===== src/rtl/datapath_pkg.sv =====
// Shared types, saturation limits and saturating arithmetic helpers
// for the four-lane signed vector datapath.
package datapath_pkg;

    localparam int DATA_W = 8;

    typedef logic signed [DATA_W-1:0] data_t;

    localparam data_t SAT_MAX = data_t'(127);
    localparam data_t SAT_MIN = data_t'(-128);

    // The top two bits of the 9-bit sum disagree only on overflow.
    function automatic data_t sat_add(input data_t x, input data_t y);
        logic signed [DATA_W:0] s;
        data_t r;
        s = (DATA_W+1)'(x) + (DATA_W+1)'(y);
        case (s[DATA_W:DATA_W-1])
            2'b01:   r = SAT_MAX;
            2'b10:   r = SAT_MIN;
            default: r = s[DATA_W-1:0];
        endcase
        return r;
    endfunction

    function automatic data_t sat_mul(input data_t x, input data_t y);
        logic signed [2*DATA_W-1:0] p;
        data_t r;
        p = (2*DATA_W)'(x) * (2*DATA_W)'(y);
        if (p > 16'sd127)
            r = SAT_MAX;
        else if (p < -16'sd128)
            r = SAT_MIN;
        else
            r = p[DATA_W-1:0];
        return r;
    endfunction

endpackage


===== src/rtl/datapath_lane.sv =====
// One lane: operand, product, two accumulator and output registers.
// Every right-hand side reads pre-edge register values.
module datapath_lane
    import datapath_pkg::*;
(
    input  logic  clk,
    input  logic  rst,
    input  logic  en_a,
    input  logic  en_b,
    input  logic  save_c,
    input  logic  en_add1,
    input  logic  en_add2,
    input  logic  en_f,
    input  data_t din,
    output data_t f
);

    data_t a_q, a_d;
    data_t b_q, b_d;
    data_t c_q, c_d;
    data_t acc1_q, acc1_d;
    data_t acc2_q, acc2_d;
    data_t f_q, f_d;

    always_comb begin
        a_d    = a_q;
        b_d    = b_q;
        c_d    = c_q;
        acc1_d = acc1_q;
        acc2_d = acc2_q;
        f_d    = f_q;
        if (en_a)    a_d    = din;
        if (en_b)    b_d    = din;
        if (save_c)  c_d    = sat_mul(a_q, b_q);
        if (en_add1) acc1_d = sat_add(c_q, din);
        if (en_add2) acc2_d = sat_add(acc2_q, acc1_q);
        if (en_f)    f_d    = acc2_q;
    end

    always_ff @(posedge clk or negedge rst) begin
        if (!rst) begin
            a_q    <= '0;
            b_q    <= '0;
            c_q    <= '0;
            acc1_q <= '0;
            acc2_q <= '0;
            f_q    <= '0;
        end else begin
            a_q    <= a_d;
            b_q    <= b_d;
            c_q    <= c_d;
            acc1_q <= acc1_d;
            acc2_q <= acc2_d;
            f_q    <= f_d;
        end
    end

    assign f = f_q;

endmodule


===== src/rtl/datapath.sv =====
// Four-lane saturating vector datapath: f_i accumulates sat(a_i*b_i)+din.
// din, save_c, clk and rst are shared; every other control is per lane.
module datapath
    import datapath_pkg::*;
(
    input  logic  clk,
    input  logic  rst,
    input  logic  en_a1,
    input  logic  en_a2,
    input  logic  en_a3,
    input  logic  en_a4,
    input  logic  en_b1,
    input  logic  en_b2,
    input  logic  en_b3,
    input  logic  en_b4,
    input  logic  save_c,
    input  logic  en_add1_1,
    input  logic  en_add1_2,
    input  logic  en_add1_3,
    input  logic  en_add1_4,
    input  logic  en_add2_1,
    input  logic  en_add2_2,
    input  logic  en_add2_3,
    input  logic  en_add2_4,
    input  logic  en_f1,
    input  logic  en_f2,
    input  logic  en_f3,
    input  logic  en_f4,
    input  data_t din,
    output data_t f1,
    output data_t f2,
    output data_t f3,
    output data_t f4
);

    logic [3:0] en_a, en_b, en_add1, en_add2, en_f;
    data_t      f_lane [4];

    assign en_a    = {en_a4, en_a3, en_a2, en_a1};
    assign en_b    = {en_b4, en_b3, en_b2, en_b1};
    assign en_add1 = {en_add1_4, en_add1_3, en_add1_2, en_add1_1};
    assign en_add2 = {en_add2_4, en_add2_3, en_add2_2, en_add2_1};
    assign en_f    = {en_f4, en_f3, en_f2, en_f1};

    for (genvar i = 0; i < 4; i++) begin : g_lane
        datapath_lane u_lane (
            .clk     (clk),
            .rst     (rst),
            .en_a    (en_a[i]),
            .en_b    (en_b[i]),
            .save_c  (save_c),
            .en_add1 (en_add1[i]),
            .en_add2 (en_add2[i]),
            .en_f    (en_f[i]),
            .din     (din),
            .f       (f_lane[i])
        );
    end

    assign f1 = f_lane[0];
    assign f2 = f_lane[1];
    assign f3 = f_lane[2];
    assign f4 = f_lane[3];

endmodule


===== config.mk =====
export PLATFORM = sky130hd
export DESIGN_NAME = datapath
export DESIGN_NICKNAME = d
export VERILOG_FILES = /design/src/rtl/datapath_pkg.sv /design/src/rtl/datapath_lane.sv /design/src/rtl/datapath.sv
export SDC_FILE = /design/constraint.sdc
export NUM_CORES = 1
export LEC_CHECK = 0
export BUFFER_PORTS_ARGS = -buffer_cell sky130_fd_sc_hd__clkbuf_2
export CAP_MARGIN = 20
export CELL_PAD_IN_SITES_DETAIL_PLACEMENT = 1
export CELL_PAD_IN_SITES_GLOBAL_PLACEMENT = 1
export CORE_ASPECT_RATIO = 0.8
export CORE_MARGIN = 5
export CORE_UTILIZATION = 52
export CTS_BUF_LIST = sky130_fd_sc_hd__clkbuf_4 sky130_fd_sc_hd__clkbuf_8
export CTS_CLUSTER_SIZE = 8
export DETAILED_ROUTE_END_ITERATION = 10
export PLACE_DENSITY = 0.8
export SYNTH_ARGS = -nofsm -noshare
export SYNTH_HDL_FRONTEND = slang
export SYNTH_HIERARCHICAL = 1
export SYNTH_SLANG_ARGS = --single-unit

===== constraint.sdc =====
create_clock -name clk -period 5.65 [get_ports clk]
set_input_delay 0.2825 -clock clk [delete_from_list [all_inputs] [get_ports clk]]
set_output_delay 0.2825 -clock clk [all_outputs]
set_load 0.005 [all_outputs]

# --- After elaboration in Yosys (flattened, before gate mapping) ---
# Cells that the tools add are included.
word_totals:
  ff_bits: 192
  latch_bits: 0
  ramBits: 0
  mem_bits_ro: 0
  in_bits: 31
  out_inout_bits: 32
  elab_cells: 76
  n_memories: 0
classes:
  add_sub_neg: 8
  multipliers: 4
  div: 0
  magnitude_cmp: 8
  n_eq_ne: 16
  shift: 0
  muxes: 16
  bitwise_logic: 0
  reduce_logical: 0
op_table:
  columns: ["op", "count"]
  rows:
  - ["one-hot mux 8 bit (2 select lines)", 8]
  - ["adder 8 x 8 -> 9 bit", 8]
  - ["> comparator 16 x 8 -> 1 bit (second input constant)", 4]
  - ["less-than comparator 16 x 8 -> 1 bit (second input constant)", 4]
  - ["multiplier 8 x 8 -> 16 bit", 4]
  - ["2-to-1 mux 8 bit", 8]
  - ["== test 2 x 1 -> 1 bit (second input constant)", 8]
  - ["== test 2 bit (second input constant)", 8]

# --- Logic depth before layout (Yosys ltp) ---
# Gate-level depths: netlist of the first run.
depth:
  ltp_word: 4
  ltp_mapped: 19
  ltp_nobuf: 18

# --- By module ---
# The synthesis of the first run kept the hierarchy.
by_module_without_submodules:
  columns: ["module", "instances", "cells_per_inst", "area_each_um2", "seq_area_each_um2"]
  rows:
  - ["datapath_lane (g_lane[2].u_lane)", 1, 543, 5326.4, 1201.2]
  - ["datapath_lane (g_lane[0].u_lane)", 1, 540, 5308.8, 1201.2]
  - ["datapath_lane (g_lane[3].u_lane)", 1, 546, 5301.3, 1201.2]
  - ["datapath_lane (g_lane[1].u_lane)", 1, 526, 5158.7, 1201.2]

# --- Worst setup path after synthesis of the first run ---
# OpenSTA, ideal clock, no wires.
synth_timing:
  path_type: "register -> register"
  start: "reg g_lane[1].u_lane.b_q[3]"
  end: "reg g_lane[1].u_lane.c_q[0]"
  setup_ns: 0.126
  t_arrival_ns: 4.951
  t_required_ns: 5.524
  setup_slack_ns: 0.573
  stages_incl_launch_ff: 18
  n_path_buf: 0
  synth_period_minus_slack_ns: 5.077
  cell_sequence: "dfrtp_1 -> and2_1 -> fa_1 -> inv_1 -> fa_1 -> inv_1 -> fa_1 -> inv_1 -> fa_1 -> inv_1 -> ha_1 -> and3_1 -> and3_1 -> a211o_1 -> or3b_4 -> nand2_2 -> a32oi_2 -> o32a_1"
synth_between:
  elab_chain_len: 4
  word_cells_on_any_way: 5
  cone_classes: "mul: 1; order compare: 2; mux: 2"
synth_lines:
  columns: ["element", "line_no", "text"]
  rows:
  - ["start, declared", "datapath_lane.sv:19", "data_t b_q, b_d;"]
  - ["start signal, assigned", "datapath_lane.sv:43", "b_q <= '0;"]
  - ["start signal, assigned", "datapath_lane.sv:50", "b_q <= b_d;"]
  - ["multiplier 8 x 8 -> 16 bit *", "datapath_pkg.sv:28", "p = (2*DATA_W)'(x) * (2*DATA_W)'(y);"]
  - ["less-than comparator 16 x 8 -> 1 bit", "datapath_pkg.sv:31", "else if (p < -16'sd128)"]
  - ["2-to-1 mux 8 bit", "datapath_pkg.sv:31", null]
  - ["2-to-1 mux 8 bit *", "datapath_pkg.sv:29", "if (p > 16'sd127)"]
  - ["end signal, assigned", "datapath_lane.sv:44", "c_q <= '0;"]
  - ["end signal, assigned", "datapath_lane.sv:51", "c_q <= c_d;"]
  - ["end, declared", "datapath_lane.sv:20", "data_t c_q, c_d;"]
# Mark *: on every way between the ends. The rest lies on a longest branch, timed or not.
# A chain may end at the register's enable or synchronous reset.

# --- Worst setup path after layout of the first run ---
layout_timing:
  start: "reg g_lane[1].u_lane.a_q[3]"
  end: "reg g_lane[1].u_lane.c_q[0]"
layout_between:
  elab_chain_len: 4
  word_cells_on_any_way: 5
  cone_classes: "mul: 1; order compare: 2; mux: 2"
layout_lines:
  columns: ["element", "line_no", "text"]
  rows:
  - ["start, declared", "datapath_lane.sv:18", "data_t a_q, a_d;"]
  - ["start signal, assigned", "datapath_lane.sv:42", "a_q <= '0;"]
  - ["start signal, assigned", "datapath_lane.sv:49", "a_q <= a_d;"]
  - ["multiplier 8 x 8 -> 16 bit *", "datapath_pkg.sv:28", null]
  - ["less-than comparator 16 x 8 -> 1 bit", "datapath_pkg.sv:31", null]
  - ["2-to-1 mux 8 bit", "datapath_pkg.sv:31", null]
  - ["2-to-1 mux 8 bit *", "datapath_pkg.sv:29", null]
# Marks and branches as above.

==> flow_metrics.tcl, run 1 <==
set metrics [dict create \
    overflow 0 \
    skew_ps 17.66 \
    gp_congestion 0.8537 \
    hold_path_depth 2 \
    hp-class "in2reg" \
    boundaryPins 63 \
    diodes 0 \
    ctsHtreeMaxLevel 4 \
    synth_flop_cell "dfrtp_1" \
    synthArstFlopShare_pct 100.0 \
    crit_required_ps 6060 \
    cp_top_family "adder cells" \
    ys_ff_latch 192 \
    initial_utilization_pct 52.24 \
    clockBufferDepth 2 \
    via_count 15260 \
    yosys.area.top_type "dfrtp_1" \
    maxCapViolations 0 \
    drc 0 \
    grt_max_degree 73 \
    worstPathArrival_ps 5810 \
    synth_area_um2 21100 \
    yosysSeqAreaShare_pct 22.78 \
    netlist_top_cells_area "dfrtp_1 (23%), fa_1 (22%), ha_1 (12%)" \
    cts_root_buffer "clkbuf_8" \
    path_class "reg2reg" \
    yosysMostFrequentCell "inv_1" \
    cp_max_fo 9 \
    antenna_left 0 \
    min_from "en_add1_1" \
    start_kind "flip-flop" \
    die_x_um 235.2 \
    synth-edff-count 0 \
    syn_nets 2610 \
    slew-limit-headroom_pct 35.91 \
    cts_tree "done" \
    grt_pass1_vias 16970 \
    n_fill_cell 4590 \
    worstMarginPinSlew_ps 961.3 \
    routedWlPerCell_um 18.81 \
    finalHoldViolCount 0 \
    yosys_warnings 6 \
    finalSetupTns_ps 0 \
    area_delta_synth_final_pct 6.299 \
    vias_per_cell 5.535 \
    synthTopCellsByCount "inv_1 (400), fa_1 (228), ha_1 (196), dfrtp_1 (192), and2_1 (174)" \
    dp.cells 2719 \
    syn_inst 2155 \
    port_buffers 62 \
    grt_use_total_pct 23.94 \
    clkSinkCount 192 \
    rr_worst_depth 17 \
    place_hpwl_um 41540 \
    cts_buffers 17 \
    synth_top_area_share_pct 22.78 \
    path_clk_slew_ps 120 \
    worstSetupStartpoint "g_lane[1].u_lane/a_q[3]$_DFFE_PN0P_" \
    first_pass_iters 5 \
    antenna_found_initial 1 \
    row_count 66 \
    slew_viol_final 0 \
    max_freq_ghz 0.1852 \
    postRouteWirelength_um 51860 \
    crit_path_max_incr_delay_ps 540 \
    crit_path_top_delay_cell "fa_1" \
    r2r_start "g_lane[1].u_lane/a_q[3]$_DFFE_PN0P_" \
    drive_above_1_share_pct 12.20 \
    die_area_um2 44720 \
    placed_area_um2 21900 \
    path_cells "and2_1 -> fa_1 -> inv_1 -> fa_1 -> inv_1 -> fa_1 -> inv_1 -> fa_1 -> inv_1 -> ha_1 -> and3_1 -> a211o_1 -> a211o_1 -> or3b_4 -> nand2_2 -> a32oi_2 -> o32a_1" \
    grt_pass1_wl_um 88040 \
    cp.depth 17 \
    design.core.area_um2 40380 \
    die_y_um 190.2 \
    endpoint_kind "flip-flop" \
    timing.final.crit_share_pct 95.59 \
    final_cells 2757 \
    synthDistinctLibCells 101 \
    status "finished, final reports clean" \
    design_area_um2 22420 \
    critPathBufInv 4 \
    syn_area_per_cell_um2 9.789 \
    clk_latency_ps 520 \
    nNetsFinal 2655 \
    setup_viol 0 \
    layout_min_cycle_time_ps 5401 \
    utilization_pct 55.53 \
    drtIter0Drc 777 \
]
[worst register-to-register path, stage by stage (launching register included)]
cell and delay [ps]:
dfrtp_1 520, and2_1 250, fa_1 540, inv_1 60, fa_1 480, inv_1 60, fa_1 530, inv_1 50
fa_1 530, inv_1 40, ha_1 380, and3_1 190, a211o_1 350, a211o_1 290, or3b_4 400, nand2_2 120
a32oi_2 110, o32a_1 400
[per-stage QoR]
stage	worst slack [ps]	hold slack, ps
after floorplan	572.9	-13.09
after global placement	347.5	246.0
after detailed placement	118.0	251.4
after CTS	77.64	96.06
after global routing	-12.40	139.8
final	249.4	147.8
[repair_timing]
item,4_1_cts,5_1_grt
buffers inserted,0,5
endpoints found under the hold margin,49,0
gates resized for setup,0,15
hold buffers,1,0
endpoints found under the setup margin,0,19
[cells in the final DEF (no fill, tap or decap), types with 11 or more instances in the layout]
cell      synthesis  final
inv_1           400    400
fa_1            228    226
ha_1            196    195
dfrtp_1         192    186
and2_1          174    174
a21oi_1         133    132
mux2_2          100    100
nand2_1          94     94
nor2_1           79     79
o21ai_0          71     71
xnor2_1          67     67
clkbuf_2          0     61
nor2b_1          57     57
o21a_1           27     27
a21o_1           21     21
clkbuf_8          0     18
a22oi_1          15     15
nor3_1           14     14
a21boi_0         12     12
and3_1           12     12
a31oi_1          11     11
o311ai_0         11     11
[logic make-up after synthesis]
family,synth area share (%)
buf+inv,8.149
fa+ha+maj,33.26
flops,22.78
simple gates,13.68
compound gates,13.10
mux,5.433
xor+xnor,3.600
[layout make-up]
cell class                 count  area, µm²  share of cell area (%)
clock inverter                15      193.9                  0.8649
clock buffer                  17      234.0                   1.043
sequential                   192       4812                   21.46
tap                          544      680.7                   3.035
multi-input combinational   1518      14610                   65.17
timing repair buffer          71      389.1                   1.735
inverter                     400       1501                   6.696
[layer usage]
layer | part of all wire (%) | vias up | global-route usage, %
li1 | - | 7178 | -
met1 | 47 | 7845 | 33.61
met2 | 48 | 190 | 40.65
met3 | 2.9 | 47 | 3.087
met4 | 1.3 | 0 | 4.468
met5 | 0 | - | 0
[worst paths after layout]
kind	to	slack (ps)
worst max-delay path	g_lane[1].u_lane/c_q[0]$_DFFE_PN0P_	250
worst min-delay path	g_lane[0].u_lane/acc1_q[2]$_DFFE_PN0P_	150
worst max register to register	g_lane[1].u_lane/c_q[0]$_DFFE_PN0P_	250
worst min register to register	g_lane[0].u_lane/c_q[7]$_DFFE_PN0P_	510
max in group asynchronous	g_lane[1].u_lane/b_q[3]$_DFFE_PN0P_	4000
min in group asynchronous	g_lane[0].u_lane/f[0]$_DFFE_PN0P_	240
[flip-flops by register name (all words and copies together), names as in the netlist]
name	count
g_lane.u_lane/f	32
g_lane.u_lane/acc2_q	32
g_lane.u_lane/b_q	32
g_lane.u_lane/a_q	32
g_lane.u_lane/c_q	32
g_lane.u_lane/acc1_q	32
Power of run 1 is not shown: default switching activity piles up to over one toggle a cycle in this logic, so the estimate is an artifact.
==> run 2: changes to the inputs <==
--- a/config.mk
+++ b/config.mk
@@ -12,9 +12,9 @@
 export CORE_ASPECT_RATIO = 0.8
 export CORE_MARGIN = 5
-export CORE_UTILIZATION = 52
+export CORE_UTILIZATION = 32
 export CTS_BUF_LIST = sky130_fd_sc_hd__clkbuf_4 sky130_fd_sc_hd__clkbuf_8
 export CTS_CLUSTER_SIZE = 8
 export DETAILED_ROUTE_END_ITERATION = 10
-export PLACE_DENSITY = 0.8
+export PLACE_DENSITY = 0.53
 export SYNTH_ARGS = -nofsm -noshare
 export SYNTH_HDL_FRONTEND = slang
==> constraint.sdc (replaced) <==
create_clock -name clk -period 5.65 [get_ports clk]
set_input_delay 1.13 -clock clk [delete_from_list [all_inputs] [get_ports clk]]
set_output_delay 1.13 -clock clk [all_outputs]
set_load 0.005 [all_outputs]
==> run 2 against run 1 <==
Compared with the run above: global-route usage decreased by 8.4 points; sequential share of layout area decreased by 0.41 points; first-iteration DRC count decreased by 30%; register-to-register slack about the same; utilization decreased by 21 points; critical path depth unchanged; final cell count increased by 11%; via count decreased by 2.2%; sequential cell count unchanged; clock-buffer cell count increased by 1; final area increased by 1.9%.
==> flow_metrics.tcl, run 2 (synthesized netlist as in run 1, its figures left out) <==
set metrics [dict create \
    antenna_found_initial 4 \
    maxCapViolations 0 \
    gp_congestion 0.8164 \
    die_y_um 239.6 \
    max_freq_ghz 0.1852 \
    nNetsFinal 2653 \
    hp-class "reg2reg" \
    die_x_um 297.1 \
    cts_tree "done" \
    crit_path_max_incr_delay_ps 630 \
    place_hpwl_um 42600 \
    ctsHtreeMaxLevel 4 \
    worstMarginPinSlew_ps 885.9 \
    cts_root_buffer "clkbuf_8" \
    design.core.area_um2 65480 \
    initial_utilization_pct 32.22 \
    cpMostUsedCell "inv_1" \
    slew_viol_final 0 \
    row_count 84 \
    cts_buffers 17 \
    layout_commonest_cell "inv_1" \
    overflow 0 \
    finalSetupTns_ps 0 \
    status "finished, final reports clean" \
    drc 0 \
    routedWlPerCell_um 17.63 \
    drtIter0Drc 542 \
    vias_per_cell 4.860 \
    via_count 14930 \
    clkSinkCount 192 \
    boundaryPins 63 \
    die_area_um2 71190 \
    clockBufferDepth 2 \
    cts_hold_buffers 0 \
    path_class "reg2reg" \
    crit_required_ps 6090 \
    timing.final.crit_share_pct 95.55 \
    grt_max_degree 108 \
    grt_use_total_pct 15.56 \
    grt_pass1_vias 16080 \
    grt_pass1_wl_um 89660 \
    final_cells 3072 \
    layout_min_cycle_time_ps 5399 \
    antenna_left 0 \
    drive_above_1_share_pct 11.90 \
    first_pass_iters 4 \
    postRouteWirelength_um 54150 \
    skew_ps 33.64 \
    port_buffers 62 \
    path_cells "and2_1 -> fa_2 -> inv_1 -> fa_1 -> inv_1 -> fa_1 -> inv_1 -> fa_1 -> inv_1 -> ha_1 -> o21ai_1 -> a21oi_2 -> nand3_1 -> a2111oi_4 -> nand4_4 -> a21o_1 -> a221o_1" \
    start_kind "flip-flop" \
    crit_path_top_delay_cell "fa_2" \
    finalHoldViolCount 0 \
    endpoint_kind "flip-flop" \
    area_delta_synth_final_pct 8.274 \
    path_clk_slew_ps 130 \
    clk_latency_ps 540 \
    setup_viol 0 \
    slew-limit-headroom_pct 40.94 \
    cp_max_fo 9 \
    dp.cells 3036 \
    final_cell_mix "inv_1 (400), fa_1 (227), ha_1 (195)" \
    worstPathArrival_ps 5840 \
]
[run 2: repair_timing]
| action | 4_1_cts | 5_1_grt |
|---|---|---|
| endpoints found under the hold margin | 0 | 0 |
| endpoints found under the setup margin | 0 | 15 |
| setup buffers | 0 | 3 |
| gates resized for setup | 0 | 11 |
[run 2: metrics by stage]
step | utilization [%] | setup slack [ps] | hold slack [ps] | cell area (µm²)
global placement | 34.08 | 290.1 | 487.3 | 22320
detailed placement | 34.08 | 117.0 | 481.9 | 22320
finish | 34.88 | 251.4 | 510.2 | 22840
CTS | 34.78 | 120.5 | 515.4 | 22770
floorplan | - | 572.9 | 457.0 | 21100
global route | 34.88 | -3.456 | 527.2 | 22840
[run 2: worst max-delay path: cells and delay by family, from the launching register on]
| family | cells | cell delay, ps |
|---|---|---|
| buf+inv | 4 | 290 |
| fa+ha+maj | 5 | 2580 |
| compound gates | 5 | 1280 |
| simple gates | 3 | 650 |
| flops | 1 | 500 |
[run 2: final cells by class]
class / instances / area [µm²]
multi-input cells: 1518 / 14610
inverters: 400 / 1501
well taps: 860 / 1076
flip-flops and latches: 192 / 4808
repair buffers: 69 / 384.1
diodes: 1 / 2.502
clock inverters: 14 / 214.0
fillers: 7485 / 42640
clock buffers: 18 / 241.5
[run 2: worst paths after layout]
| check | start | to | slack [ps] | cells past startpoint |
|---|---|---|---|---|
| max in group asynchronous | rst | g_lane[1].u_lane/b_q[3]$_DFFE_PN0P_ | 3860 | 2 |
| min in group asynchronous | rst | g_lane[0].u_lane/f[4]$_DFFE_PN0P_ | 710 | 1 |
| hold / removal | g_lane[0].u_lane/acc1_q[4]$_DFFE_PN0P_ | g_lane[0].u_lane/acc1_q[4]$_DFFE_PN0P_ | 510 | 1 |
| hold reg to reg | g_lane[0].u_lane/acc1_q[4]$_DFFE_PN0P_ | g_lane[0].u_lane/acc1_q[4]$_DFFE_PN0P_ | 510 | 1 |
| setup / recovery | g_lane[2].u_lane/b_q[3]$_DFFE_PN0P_ | g_lane[2].u_lane/c_q[0]$_DFFE_PN0P_ | 250 | 17 |
| setup reg to reg | g_lane[2].u_lane/b_q[3]$_DFFE_PN0P_ | g_lane[2].u_lane/c_q[0]$_DFFE_PN0P_ | 250 | 17 |
[run 2: metal layers]
| layer | part of all wire, % | wire, µm | track usage, % |
|---|---|---|---|
| met4 | 0.62 | 337 | 2.098 |
| met1 | 54 | 29270 | 24.09 |
| met3 | 2.7 | 1465 | 2.483 |
| met5 | 0 | 0 | 0 |
| met2 | 43 | 23070 | 23.40 |
Power of run 2 is left out for the same reason.
==> run 3: changes to the inputs <==
- CORE_UTILIZATION: 32 -> 24
- MAX_ROUTING_LAYER: default -> met4
- PLACE_DENSITY: 0.53 -> default
- PLACE_DENSITY_LB_ADDON: default -> 0.1
==> run 3 against run 2 <==
Compared with the run above: via count about the same; utilization down 8.3 points; maximum frequency down 0.53%; sequential share of layout area is 0.32 points lower; sequential cell count unchanged; clock skew down 2.5 ps; final area up 1.7%; die area grew 32%; critical path depth unchanged.
==> flow_metrics.tcl, run 3 (synthesized netlist as in run 1, its figures left out) <==
set metrics [dict create \
    first_pass_iters 6 \
    area_delta_synth_final_pct 10.16 \
    finalHoldViolCount 0 \
    ctsHtreeMaxLevel 4 \
    overflow 0 \
    via_count 14930 \
    clkSinkCount 192 \
    initial_utilization_pct 24.14 \
    boundaryPins 63 \
    place_hpwl_um 46820 \
    wl_met2_um 25230 \
    grt_pass1_vias 16160 \
    antenna_left 0 \
    layout_commonest_cell "inv_1" \
    hp-class "reg2reg" \
    path_class "reg2reg" \
    design.core.area_um2 87380 \
    slew-limit-headroom_pct 39.26 \
    antenna_found_initial 5 \
    routedWlPerCell_um 17.55 \
    vias_per_cell 4.435 \
    rr_worst_depth 17 \
    row_count 97 \
    setup_viol 0 \
    port_buffers 62 \
    clockBufferDepth 2 \
    grt_use_total_pct 13.32 \
    rsz0062_at_grt "no" \
    skew_ps 31.16 \
    crit_required_ps 6100 \
    timing.final.crit_share_pct 96.06 \
    drc 0 \
    wl_met3_um 1496 \
    die_y_um 275.2 \
    nNetsFinal 2667 \
    layout_min_cycle_time_ps 5428 \
    finalSetupTns_ps 0 \
    grt_pass1_wl_um 94960 \
    grt_max_degree 80 \
    endpoint_kind "flip-flop" \
    hold_path_depth 1 \
    cts_root_buffer "clkbuf_8" \
    die_x_um 341.5 \
    maxCapViolations 0 \
    met1Wirelength_um 31850 \
    slew_viol_final 0 \
    path_clk_slew_ps 120 \
    final_cell_mix "inv_1 (400), fa_1 (227), ha_1 (195)" \
    postRouteWirelength_um 59070 \
    n_fill_cell 10020 \
    cts_tree "done" \
    cp_max_fo 9 \
    drtIter0Drc 550 \
    cts_buffers 17 \
    status "finished, final reports clean" \
    gp_congestion 0.7958 \
    top_layer_used "met4" \
    max_freq_ghz 0.1842 \
    worstMarginPinSlew_ps 899.7 \
    die_area_um2 93960 \
    worstPathArrival_ps 5880 \
    cts_hold_buffers 0 \
    drive_above_1_share_pct 12.76 \
    clk_latency_ps 590 \
    start_kind "flip-flop" \
]
[run 3: cell types whose count changed in the layout (fill, tap and decap cells not counted), moves of 2 or more]
cell,change
bufinv_16,-2
inv_6,+2
dfrtp_2,+7
diode_2,+2
buf_4,+14
dfrtp_1,-7
[run 3: per-layer routing]
| metal | vias to the layer above | GRT usage (%) |
|---|---|---|
| li1 | 7200 | - |
| met1 | 7593 | 19.85 |
| met2 | 107 | 19.42 |
| met3 | 27 | 1.899 |
| met4 | 0 | 2.180 |
| met5 | - | - |
[run 3: critical path, stage by stage (launching register included)]
cell and delay [ps]:
dfrtp_2 510, and2_1 210, fa_1 570, inv_1 60, fa_1 470, inv_1 50
fa_1 520, inv_1 50, fa_1 530, inv_1 40, ha_1 310, a211o_1 390
a21oi_1 160, o311ai_0 280, a2111oi_4 450, nand4_4 200, a21o_1 220, a221o_1 300
[run 3: stage by stage]
stage	instance area, µm²	hold WS (ps)	instances	setup WS (ps)	util, %
global placement	22780	491.3	3330	271.9	26.07
global route	23240	544.9	3365	3.149	26.59
CTS	23190	520.2	3362	112.2	26.54
floorplan	21100	457.0	2155	572.9	-
finish	23240	509.5	3366	222.4	26.59
detailed placement	22780	493.0	3330	145.7	26.07
[run 3: layout make-up]
type / count / area (µm²) / area share [%]
antenna: 3 / 7.507 / 0.03231
clock buffer: 18 / 247.7 / 1.066
clock inverter: 14 / 163.9 / 0.7053
inverter: 400 / 1501 / 6.461
multi-input combinational: 1518 / 14590 / 62.77
sequential: 192 / 4817 / 20.73
tap: 1138 / 1424 / 6.127
timing repair buffer: 83 / 489.2 / 2.105
[run 3: repair_timing]
action                     in CTS  in global routing
gates resized for setup         0                 14
setup buffers                   0                  1
setup endpoints to repair       0                 18
[run 3: final timing paths]
check,start,to,slack (ps)
min in group asynchronous,rst,g_lane[0].u_lane/f[3]$_DFFE_PN0P_,580
max in group asynchronous,rst,g_lane[1].u_lane/a_q[7]$_DFFE_PN0P_,4080
setup / recovery,g_lane[2].u_lane/a_q[3]$_DFFE_PN0P_,g_lane[2].u_lane/c_q[0]$_DFFE_PN0P_,220
setup reg to reg,g_lane[2].u_lane/a_q[3]$_DFFE_PN0P_,g_lane[2].u_lane/c_q[0]$_DFFE_PN0P_,220
hold / removal,g_lane[0].u_lane/acc1_q[4]$_DFFE_PN0P_,g_lane[0].u_lane/acc1_q[4]$_DFFE_PN0P_,510
hold reg to reg,g_lane[0].u_lane/acc1_q[4]$_DFFE_PN0P_,g_lane[0].u_lane/acc1_q[4]$_DFFE_PN0P_,510
Power of run 3 is left out for the same reason.
